### src/rtl/ring_seq_ctrl.sv
// ring_seq_ctrl: one-hot ring phase sequencer.
// A run starts from IDLE on START, walks PHASE from bit0 up to bit len_q,
// wraps back to bit0 at the end of each loop and ends after LOOPS loops,
// or at the end of the loop in which STOP was seen. HOLD freezes the ring.
// Optional feature macro: RING_SEQ_CTRL_ONEHOT_CHECK_EN enables the sticky
// phase-integrity error flag ERR; without it ERR is tied low.
module ring_seq_ctrl #(
  parameter int C_NUM_PHASES = 8,
  parameter int C_LEN_W      = 3
) (
  input  logic                    CK,
  input  logic                    RST,
  input  logic                    START,
  input  logic                    STOP,
  input  logic                    HOLD,
  input  logic [C_LEN_W-1:0]      LEN,
  input  logic [7:0]              LOOPS,
  output logic [C_NUM_PHASES-1:0] PHASE,
  output logic                    BUSY,
  output logic                    WRAP,
  output logic                    DONE,
  output logic                    ERR
);

  typedef enum logic [1:0] {
    ST_IDLE     = 2'd0,
    ST_RUN      = 2'd1,
    ST_STOPPING = 2'd2
  } state_t;

  localparam logic [C_NUM_PHASES-1:0] PH_BIT0 = {{(C_NUM_PHASES-1){1'b0}}, 1'b1};
  localparam logic [C_NUM_PHASES-1:0] PH_NONE = {C_NUM_PHASES{1'b0}};
  localparam logic [C_LEN_W-1:0]      LEN_MAX = C_LEN_W'(C_NUM_PHASES - 1);
  localparam logic [C_LEN_W-1:0]      IDX_ONE = C_LEN_W'(1);

  state_t                    state_q, state_d;
  logic [C_NUM_PHASES-1:0]   phase_q, phase_d;
  logic [C_LEN_W-1:0]        idx_q, idx_d;
  logic [C_LEN_W-1:0]        len_q, len_d;
  logic [7:0]                loops_q, loops_d;
  logic [7:0]                cnt_q, cnt_d;
  logic                      busy_q, busy_d;
  logic                      wrap_q, wrap_d;
  logic                      done_q, done_d;
  logic [7:0]                cnt_inc_s;
  logic [C_LEN_W-1:0]        len_clamp_s;
  logic                      run_end_s;

  // Next-state, next-phase and pulse generation for the ring sequencer.
  always_comb begin
    state_d     = state_q;
    phase_d     = phase_q;
    idx_d       = idx_q;
    len_d       = len_q;
    loops_d     = loops_q;
    cnt_d       = cnt_q;
    wrap_d      = 1'b0;
    done_d      = 1'b0;
    cnt_inc_s   = cnt_q + 8'd1;
    len_clamp_s = (LEN > LEN_MAX) ? LEN_MAX : LEN;
    // The run ends at the last phase when stopping, or when a finite loop
    // budget is exhausted by the loop that is just completing.
    run_end_s   = (state_q == ST_STOPPING) ||
                  ((loops_q != 8'd0) && (cnt_inc_s == loops_q));

    case (state_q)
      ST_IDLE: begin
        if (START) begin
          // START together with STOP runs exactly one loop.
          state_d = STOP ? ST_STOPPING : ST_RUN;
          phase_d = PH_BIT0;
          idx_d   = {C_LEN_W{1'b0}};
          cnt_d   = 8'd0;
          len_d   = len_clamp_s;
          loops_d = LOOPS;
        end else begin
          phase_d = PH_NONE;
        end
      end

      ST_RUN, ST_STOPPING: begin
        if (HOLD) begin
          // Ring frozen, but a stop request is still remembered.
          if (STOP) begin
            state_d = ST_STOPPING;
          end else begin
            state_d = state_q;
          end
        end else if (idx_q == len_q) begin
          if (run_end_s) begin
            state_d = ST_IDLE;
            phase_d = PH_NONE;
            idx_d   = {C_LEN_W{1'b0}};
            done_d  = 1'b1;
          end else begin
            state_d = STOP ? ST_STOPPING : state_q;
            phase_d = PH_BIT0;
            idx_d   = {C_LEN_W{1'b0}};
            cnt_d   = cnt_inc_s;
            wrap_d  = 1'b1;
          end
        end else begin
          state_d = STOP ? ST_STOPPING : state_q;
          phase_d = phase_q << 1;
          idx_d   = idx_q + IDX_ONE;
        end
      end

      default: begin
        state_d = ST_IDLE;
        phase_d = PH_NONE;
        idx_d   = {C_LEN_W{1'b0}};
      end
    endcase

    busy_d = (state_d != ST_IDLE);
  end

  // State, datapath and registered output update with synchronous reset.
  always_ff @(posedge CK) begin
    if (RST) begin
      state_q <= ST_IDLE;
      phase_q <= PH_NONE;
      idx_q   <= {C_LEN_W{1'b0}};
      len_q   <= {C_LEN_W{1'b0}};
      loops_q <= 8'd0;
      cnt_q   <= 8'd0;
      busy_q  <= 1'b0;
      wrap_q  <= 1'b0;
      done_q  <= 1'b0;
    end else begin
      state_q <= state_d;
      phase_q <= phase_d;
      idx_q   <= idx_d;
      len_q   <= len_d;
      loops_q <= loops_d;
      cnt_q   <= cnt_d;
      busy_q  <= busy_d;
      wrap_q  <= wrap_d;
      done_q  <= done_d;
    end
  end

  assign PHASE = phase_q;
  assign BUSY  = busy_q;
  assign WRAP  = wrap_q;
  assign DONE  = done_q;

`ifdef RING_SEQ_CTRL_ONEHOT_CHECK_EN
  // True when exactly one bit of the vector is set.
  function automatic logic onehot_ok(input logic [C_NUM_PHASES-1:0] v);
    return (v != PH_NONE) && ((v & (v - PH_BIT0)) == PH_NONE);
  endfunction

  logic err_q;
  logic viol_s;

  // Phase-integrity check: one-hot while running, all-zero while idle.
  always_comb begin
    if (state_q == ST_IDLE) begin
      viol_s = (phase_q != PH_NONE);
    end else begin
      viol_s = !onehot_ok(phase_q);
    end
  end

  // Sticky error flag, cleared only by reset.
  always_ff @(posedge CK) begin
    if (RST) begin
      err_q <= 1'b0;
    end else if (viol_s) begin
      err_q <= 1'b1;
    end else begin
      err_q <= err_q;
    end
  end

  assign ERR = err_q;
`else
  assign ERR = 1'b0;
`endif

endmodule

### config.mk
export PLATFORM = sky130hd
export DESIGN_NAME = ring_seq_ctrl
export DESIGN_NICKNAME = d
export VERILOG_FILES = /design/src/rtl/ring_seq_ctrl.sv
export SDC_FILE = /design/constraint.sdc
export NUM_CORES = 1
export LEC_CHECK = 0
export BUFFER_PORTS_ARGS = -buffer_cell sky130_fd_sc_hd__buf_4
export CORE_ASPECT_RATIO = 1.75
export CORE_MARGIN = 2
export CORE_UTILIZATION = 50
export DETAILED_ROUTE_END_ITERATION = 10
export PLACE_DENSITY_LB_ADDON = 0.08
export SETUP_SLACK_MARGIN = 0.4
export SLEW_MARGIN = 20
export SYNTH_ARGS = -nofsm -noshare
export SYNTH_HDL_FRONTEND = slang
export SYNTH_SLANG_ARGS = --single-unit
export TNS_END_PERCENT = 30
### constraint.sdc
create_clock -name CK -period 1.93 [get_ports CK]
set_input_delay 0.193 -clock CK [delete_from_list [all_inputs] [get_ports CK]]
set_output_delay 0.193 -clock CK [all_outputs]
set_load 0.01 [all_outputs]
== Word-level counts from Yosys, hierarchy flattened ==
Index checks and enable logic that the tools add are counted.

* Bits in registers: 35
* Input port bits: 16
* Output and inout bits: 12
* Word-level logic and storage cells: 57

* Add/sub/neg operators: 2
* Magnitude comparators: 1
* Equality and inequality tests: 8
* Muxes and demuxes: 24
* Bitwise operators: 2
* Reductions and logical operators: 11

{| class="wikitable"
|+ Operators with widths
! kind !! count
|-
| $mux 8 || 6
|-
| $pmux 8 s2 || 2
|-
| $mux 2 || 6
|-
| $mux 3 || 4
|-
| $add 8x1->8 const B || 1
|-
| $eq 8x8->1 || 1
|-
| $ne 2x2->1 const B || 4
|-
| $reduce_bool 8->1 || 1
|-
| $pmux 3 s2 || 1
|-
| $reduce_and 5->1 || 1
|-
| $mux 1 || 4
|-
| $pmux 2 s2 || 1
|-
| $reduce_and 2->1 || 2
|-
| $reduce_bool 2->1 || 2
|-
| $reduce_or 4->1 || 1
|-
| $add 3x1->3 const B || 1
|-
| $eq 3x3->1 || 1
|-
| $gt 3x3->1 const B || 1
|-
| $eq 2x1->1 const B || 1
|-
| $eq 2x2->1 const B || 1
|-
| $logic_not 2->1 || 1
|-
| $not 1->1 || 2
|-
| $reduce_or 2->1 || 1
|-
| $logic_and 1x1->1 || 1
|-
| $logic_or 1x1->1 || 1
|}

== Depth between registers and ports, before layout ==
Gate-level depths: netlist of the first run.

* Depth in word-level cells: 9
* Depth in mapped cells: 9
* Mapped depth without buffers: 7

== Worst setup path before layout of the first run ==
No wires, ideal clock.

* Path kind: register to register
* From: register state_q[0]
* To: register cnt_q[0]
* Setup time: 58 ps
* Arrival time: 2032 ps
* Data required time: 1872 ps
* Path slack: -160 ps
* Cell stages (with the launch flop): 9
* Path buffers: 1
* Clock period less this slack: 2090 ps
* Cells stage by stage: dfxtp_1 -> inv_1 -> ha_1 -> clkbuf_1 -> nand2_1 -> nand2_1 -> nor4_1 -> and2_1 -> mux2_2

* Word-level cells in the longest chain between the ends: 4
* Elaborated cells on any way between the ends: 12
* Those cells by class: eq/ne (6); mux (1); reduce/logical (5)

{| class="wikitable"
|+ Ends and longest elaborated chain
! item !! line !! source
|-
| start: declaration || 36 || <nowiki>state_t state_q, state_d;</nowiki>
|-
| start signal: assignment || 132 || <nowiki>state_q <= state_d;</nowiki>
|-
| $eq 2x2->1 or $eq 2x1->1 (tied branches) || 63, 66 ||
|-
| $reduce_or 2->1 or $logic_or 1x1->1 (tied branches) || 66, 63 ||
|-
| $ne 2x2->1 (no line) or $reduce_bool 2->1 (tied branches) || -- ||
|-
| $reduce_and 5->1 (no line) || -- ||
|-
| end signal: assignment || 137 || <nowiki>cnt_q <= cnt_d;</nowiki>
|-
| end: declaration || 41 || <nowiki>logic [7:0] cnt_q, cnt_d;</nowiki>
|}

Parallel ways exist; a longest one is shown, timed or not.
A chain may end at the register's enable or synchronous reset.

== Final worst setup path of the first run ==
* From: register cnt_q[1]
* To: register busy_q (netlist: BUSY)

* Word-level cells in the longest chain between the ends: 9

{| class="wikitable"
|+ Ends and longest elaborated chain
! item !! line !! source
|-
| $add 8x1->8 || 59 || <nowiki>cnt_inc_s = cnt_q + 8'd1;</nowiki>
|-
| $eq 8x8->1 || 64 || <nowiki>((loops_q != 8'd0) && (cnt_inc_s == loops_q));</nowiki>
|-
| $logic_and 1x1->1 || 64 ||
|-
| $logic_or 1x1->1 || 63 || <nowiki>run_end_s = (state_q == ST_STOPPING) ||</nowiki>
|-
| $mux 2 || 90 || <nowiki>if (run_end_s) begin</nowiki>
|-
| $mux 2 || 89 || <nowiki>end else if (idx_q == len_q) begin</nowiki>
|-
| $mux 2 || 82 || <nowiki>if (HOLD) begin</nowiki>
|-
| $pmux 2 s2 || 66 || <nowiki>case (state_q)</nowiki>
|-
| $reduce_bool 2->1 || 116 || <nowiki>busy_d = (state_d != ST_IDLE);</nowiki>
|-
| end signal: assignment || 138 || <nowiki>busy_q <= busy_d;</nowiki>
|-
| end: declaration || 42 || <nowiki>logic busy_q, busy_d;</nowiki>
|}

Every way passes these cells.

==> impl_metrics.ini, run 1 <==
[setup_path]
max_stage_delay_ps = 360
timing.critical_path.buf_inv = 1
reg2reg_to = BUSY
cpLargestDelayFamily = compound AO/OA/AOI/OAI gates
ff_to_ff_start = cnt_q[1]
cp.required_ps = 2100
worst_setup_path_start_kind = flip-flop
critPathCaptureType = flip-flop
cp_num_cells = 8
crit_arrival_ps = 2140
critPathMaxFanout = 4
crit_slowest_cell = sky130_fd_sc_hd__dfxtp_4
path_cells = ha_4 -> xor2_1 -> a211o_1 -> a211oi_2 -> nand4_1 -> buf_6 -> a211oi_4 -> a211oi_1
r2r.worst_path.cells = 8
timing.reg2reg.setup_slack_ps = -40
timing_worst_setup_path_type = reg -> reg

[pwr]
total_power_divided_by_cell_area_nw_per_um2 = 828
cellLeakagePower_nw = 0.950
vdd_ir_drop_max_mv = 0.641
post-layout-total-power_mw = 1.99

[clock_network]
clk_pin_slew_ps = 70
postCtsHoldBufs = 0
clock_tree_buffer_depth = 2
numClockSinks = 35
clkLatencyLatePin_ps = 280
clk_root_buffer_cell = sky130_fd_sc_hd__clkbuf_8
clock_tree_from_tritoncts = built
cts_max_level = 2
number_of_clock_buffers_inserted_by_tritoncts = 5

[synthesis]
synth_top_family_by_area = simple AND/OR/NAND/NOR gates
synth-adder-area-share = 0.0347
synth_compound_gate_area_share = 0.209
synthDominantCellAreaShare = 0.389
seq_area_frac_synth = 0.389
synthesis.instances = 226
synth_fp_nets = 247
dominantRegCellSynth = sky130_fd_sc_hd__dfxtp_1
post_synth_num_cell_types = 46
largest_cells_by_area_after_synthesis = sky130_fd_sc_hd__dfxtp_1 39%, sky130_fd_sc_hd__nand2_1 8.5%, sky130_fd_sc_hd__a21oi_1 5.0%
synth.yosys.warnings = 0
synth-xor-area-share = 0.0583
synth_async_sr_flop_share = 0
netlist.top_cell.by_area = sky130_fd_sc_hd__dfxtp_1
synth_simple_gate_area_share = 0.260
post_synth_mux_area_share = 0.00625
synth_edf_count = 0
syn_area_um2 = 1800
yosys_register_bits = 35
syn_area_per_cell_um2 = 7.98

[run_status]
status = finished, violations left
failed_checks = negative setup slack

[global_routing]
grt_pass1_wl_um = 7900
globalRouteOverflowTotal = 0
grt_start_max_net_pins = 29
via_count_of_the_first_global_routing_pass = 1785
groute.usage.overall = 0.245
antenna_violations_before_repair = 0

[place]
dpl.cell_count = 303
dpl-instance-area_um2 = 2200
routabilityCongestion = 0.818
setup_slack_at_placement_ps = -80.6
place.detailed.hpwl_um = 3490
portBuffers = 26

[final_layout]
final_cell_area_um2 = 2400
final_cell_mix = 41 x sky130_fd_sc_hd__buf_4, 36 x sky130_fd_sc_hd__nand2_1, 26 x sky130_fd_sc_hd__dfxtp_1
nets = 287
num_antenna_cells = 0
final_cell_count_no_fill = 310
fillerInstances = 323
drive_above_1_share = 0.340
layout_utilization = 0.698
synthToLayoutAreaGrowth_pct = 33.0
commonest_non_fill_non_tap_cell_in_the_layout = sky130_fd_sc_hd__buf_4

[timing]
clock.fmax_ghz = 0.508
timing.final.crit_share = 1.02
final_hold_viol_count = 0
layout_min_cycle_time_ps = 1970
whs_ps = 157
fin_ws_ps = -39.0
setup_viol_count_final = 8
maxSlewViolCount = 0
final.setup.tns_ps = -180
final.setup_skew_ps = 7.88
grt_setup_unrepaired = yes

[route]
vias_post_dr = 1782
wl_um = 4670
vias_per_cell = 5.75
detail_route.wl_per_cell_um = 15.1
first_iter_violations = 28
drt.antenna.violating_nets = 0
detail_route.drc_violations = 0
first_pass_iters = 4

[die]
fp.dieH_um = 83.4
die_w_um = 49.4
placementRows = 28
floorplan.io_pins = 28
floorplan.initialDensity = 0.525
fp.dieArea_um2 = 4120
core_region_area_um2 = 3430

[min_path]
worst_hold_startpoint = LEN[0]
worstHoldEndpoint = len_q[0]
hold_path_depth = 3
worst_hold_path_type = in -> reg

[job]
cap_violations = 0
## registers in the layout, summed over array words and instances (netlist names)
name	cells
cnt_q	8
BUSY	1
PHASE	8
state_q	2
loops_q	8
WRAP	1
DONE	1
len_q	3
idx_q	3
## layer usage
layer | vias up | part of all wire | GRT usage
met2 | 62 | 0.56 | 0.452
met1 | 831 | 0.37 | 0.256
met5 | - | 0 | 0
li1 | 876 | - | -
met4 | 0 | 0.029 | 0.126
met3 | 13 | 0.038 | 0.0414
## tightest hold or removal path: stages
cell and delay (ps):
sky130_fd_sc_hd__buf_4 110, sky130_fd_sc_hd__nand2_1 40, sky130_fd_sc_hd__a21oi_1 50
## where the power goes
group	switching, mW	total, mW	internal, mW
Combinational	0.380	0.674	0.294
Sequential	0.0523	0.831	0.778
Clock	0.241	0.481	0.240
Total	0.673	1.99	1.31
## synth_stat cells (3+ instances only)
cell type	instances
sky130_fd_sc_hd__nand2_1	41
sky130_fd_sc_hd__dfxtp_1	35
sky130_fd_sc_hd__a21oi_1	18
sky130_fd_sc_hd__nor2_1	17
sky130_fd_sc_hd__a31oi_1	10
sky130_fd_sc_hd__xnor2_1	9
sky130_fd_sc_hd__a22oi_1	7
sky130_fd_sc_hd__inv_1	7
sky130_fd_sc_hd__nand3_1	7
sky130_fd_sc_hd__o21ai_0	7
sky130_fd_sc_hd__and2_1	5
sky130_fd_sc_hd__clkbuf_1	5
sky130_fd_sc_hd__ha_1	5
sky130_fd_sc_hd__nand2b_1	5
sky130_fd_sc_hd__nor4_1	4
sky130_fd_sc_hd__buf_2	3
sky130_fd_sc_hd__nor3_1	3
sky130_fd_sc_hd__xor2_1	3
## worst max path at each step
stage	startpoint	end	slack, ps
after floorplan	cnt_q[3]	cnt_q[0]	110
after global placement	loops_q[5]	state_q[0]	-30
after detailed placement	cnt_q[1]	cnt_q[6]	-80
after CTS	cnt_q[1]	cnt_q[2]	-20
after global routing	cnt_q[1]	cnt_q[2]	-160
final	cnt_q[1]	BUSY	-40
## cells by family after synthesis
group / Yosys count
AO/OA/AOI/OAI: 57
multiplexers: 1
buffers and inverters: 18
XOR/XNOR: 12
adder cells (fa/ha/maj): 5
other: 1
flip-flops: 35
AND/OR/NAND/NOR: 97
## timing repair
action | in CTS | in global routing
resized for setup | 11 | 14
pin swaps | 11 | 9
cloned | 0 | 1
setup buffers | 0 | 0
endpoints found under the setup margin | 22 | 20
## final cells by class
type	count	area [µm²]	area share
Inverter	7	28.8	0.0120
Clock buffer	6	72.6	0.0303
Tap cell	45	56.3	0.0235
Timing Repair Buffer	44	359	0.150
Sequential cell	35	717	0.299
Multi-Input combinational cell	173	1160	0.485
Note: power is estimated with default switching activity, not from simulation.
==> run 2, diff against run 1 <==
--- a/config.mk
+++ b/config.mk
@@ -5,11 +5,12 @@
 export SDC_FILE = /design/constraint.sdc
 export NUM_CORES = 1
 export LEC_CHECK = 0
-export BUFFER_PORTS_ARGS = -buffer_cell sky130_fd_sc_hd__buf_4
+export BUFFER_PORTS_ARGS = -buffer_cell sky130_fd_sc_hd__clkbuf_2
 export CORE_ASPECT_RATIO = 1.75
 export CORE_MARGIN = 2
 export CORE_UTILIZATION = 50
 export DETAILED_ROUTE_END_ITERATION = 10
+export GPL_TIMING_DRIVEN = 0
 export PLACE_DENSITY_LB_ADDON = 0.08
 export SETUP_SLACK_MARGIN = 0.4
 export SLEW_MARGIN = 20
==> constraint.sdc (replaced) <==
create_clock -name CK -period 1.8 [get_ports CK]
set_input_delay 0.18 -clock CK [delete_from_list [all_inputs] [get_ports CK]]
set_output_delay 0.18 -clock CK [all_outputs]
set_load 0.01 [all_outputs]
==> run 2 against run 1 <==
Register-to-register slack worse by 180 ps. Critical path depth down 2. Global-route usage shrank 1.3 points. The flow still finishes with violations (negative setup slack). Largest power group unchanged. Clock-buffer cell count stayed put. Cell count unchanged. Power up 18%. Final area grew 0.99%. Clock skew shrank 1.3 ps. Flip-flop and latch count did not move. Sequential power is 7.6% higher. Die area is the same. Hold slack lost 57 ps.
==> impl_metrics.ini, run 2 (synthesis gave the netlist of run 1 again) <==
[timing]
layout_min_cycle_time_ps = 2020
final_hold_viol_count = 0
fin_ws_ps = -218
tightest_slew_ps = 504
timing.final.crit_share = 1.12
grt_setup_unrepaired = yes
maxSlewHeadroom = 0.664
final.setup_skew_ps = 6.56
maxSlewViolCount = 0
setup_viol_count_final = 14
clock.fmax_ghz = 0.495
final.setup.tns_ps = -2130

[die]
floorplan.initialDensity = 0.525
floorplan.io_pins = 28
placementRows = 28
die_w_um = 49.4
core_region_area_um2 = 3430
fp.dieArea_um2 = 4120
fp.dieH_um = 83.4

[setup_path]
cp.required_ps = 1980
timing_worst_setup_path_type = reg -> reg
critPathCaptureType = flip-flop
critical_path.startpoint = loops_q[5]
critPathMaxFanout = 3
worst_setup_path_start_kind = flip-flop
ff_to_ff_start = loops_q[5]
crit_arrival_ps = 2200

[route]
drt.antenna.violating_nets = 0
detail_route.drc_violations = 0
vias_post_dr = 1778
first_iter_violations = 51
detail_route.wl_per_cell_um = 14.6
vias_per_cell = 5.74
first_pass_iters = 4
wl_um = 4530

[place]
routabilityCongestion = 0.763
portBuffers = 25
place.detailed.hpwl_um = 3200

[global_routing]
grt_start_max_net_pins = 12
via_count_of_the_first_global_routing_pass = 1668
globalRouteOverflowTotal = 0
groute.usage.overall = 0.232
grt_pass1_wl_um = 7510
antenna_violations_before_repair = 0

[min_path]
worst_hold_startpoint = LOOPS[5]
worst_hold_path_type = in -> reg

[pwr]
cell_internal_power_mw = 1.58
cellLeakagePower_nw = 0.949
power.clock.fraction = 0.314
netSwitchingPower_mw = 0.755
seq_power_share = 0.383
vdd_ir_drop_max_mv = 0.769
swShare = 0.323
post-layout-total-power_mw = 2.34
total_power_divided_by_cell_area_nw_per_um2 = 965
p_comb_frac = 0.304

[run_status]
status = finished, violations left
failed_checks = negative setup slack

[final_layout]
num_antenna_cells = 0
commonest_non_fill_non_tap_cell_in_the_layout = sky130_fd_sc_hd__nand2_1
synthToLayoutAreaGrowth_pct = 34.3
drive_above_1_share = 0.336
nets = 285
final_cell_mix = 37 x sky130_fd_sc_hd__nand2_1, 27 x sky130_fd_sc_hd__dfxtp_1, 26 x sky130_fd_sc_hd__clkbuf_2

[clock_network]
number_of_clock_buffers_inserted_by_tritoncts = 5
cts_max_level = 2
clock_tree_from_tritoncts = built
clk_pin_slew_ps = 70
clock_tree_buffer_depth = 2
numClockSinks = 35
clkLatencyLatePin_ps = 290
clk_root_buffer_cell = sky130_fd_sc_hd__clkbuf_8

[job]
cap_violations = 0
## run 2: changes by cell type in the layout (fill, tap and decap cells not counted), sizes merged
cell,before,now
buf,43,13
clkinv,0,1
bufinv,0,1
clkbuf,7,35
## run 2: final cells by class
cell class | instances | area [µm²]
clock inverter | 2 | 35.0
inverter | 7 | 31.3
sequential | 35 | 723
buffer | 11 | 92.6
multi-input combinational | 173 | 1230
timing repair buffer | 31 | 170
fill | 305 | 1010
clock buffer | 6 | 82.6
tap | 45 | 56.3
## run 2: through the flow
stage / util / hold WS (ps) / instance area [µm²] / setup WS, ps / std cells
after detailed placement: 0.604 / 411 / 2070 / -242 / 296
after global routing: 0.705 / 102 / 2420 / -295 / 310
final: 0.705 / 101 / 2420 / -218 / 310
after global placement: 0.604 / 405 / 2070 / -237 / 296
after CTS: 0.689 / 97.9 / 2360 / -189 / 308
after floorplan: - / 256 / 1890 / -15.2 / 226
## run 2: power by group through the flow
stage	logic, mW	clock network, mW	registers [mW]
2_1_floorplan	0.451	0	0.901
3_3_place_gp	0.584	0	0.904
3_5_place_dp	0.593	0	0.905
4_1_cts	0.685	0.754	0.890
5_1_grt	0.783	0.777	0.902
6_report	0.709	0.733	0.894
## run 2: final timing paths
check / to / slack, ps / cells after the start
min: loops_q[5] / 100 / 3
max: cnt_q[0] / -220 / 6
max reg2reg: cnt_q[0] / -220 / 6
min reg2reg: len_q[0] / 470 / 2
## run 2: worst max-delay path: stages, from the launching register on
cell and delay [ps]:
sky130_fd_sc_hd__dfxtp_1 350, sky130_fd_sc_hd__xnor2_1 150, sky130_fd_sc_hd__or3_4 380, sky130_fd_sc_hd__a221oi_4 310
sky130_fd_sc_hd__nand4_1 230, sky130_fd_sc_hd__and2_4 220, sky130_fd_sc_hd__mux2_4 270
## run 2: what timing repair did
item	in CTS	in global routing
gates resized for setup	31	10
endpoints found under the setup margin	33	30
pin swaps	13	7
hold buffers	0	0
buffers inserted	4	2
cloned	0	0
## run 2: metal layers
| metal | wire [µm] | share of wire | track usage |
|---|---|---|---|
| met1 | 1770 | 0.39 | 0.253 |
| met2 | 2430 | 0.54 | 0.407 |
| met3 | 168 | 0.037 | 0.0396 |
| met4 | 162 | 0.036 | 0.141 |
| met5 | 0 | 0 | 0 |
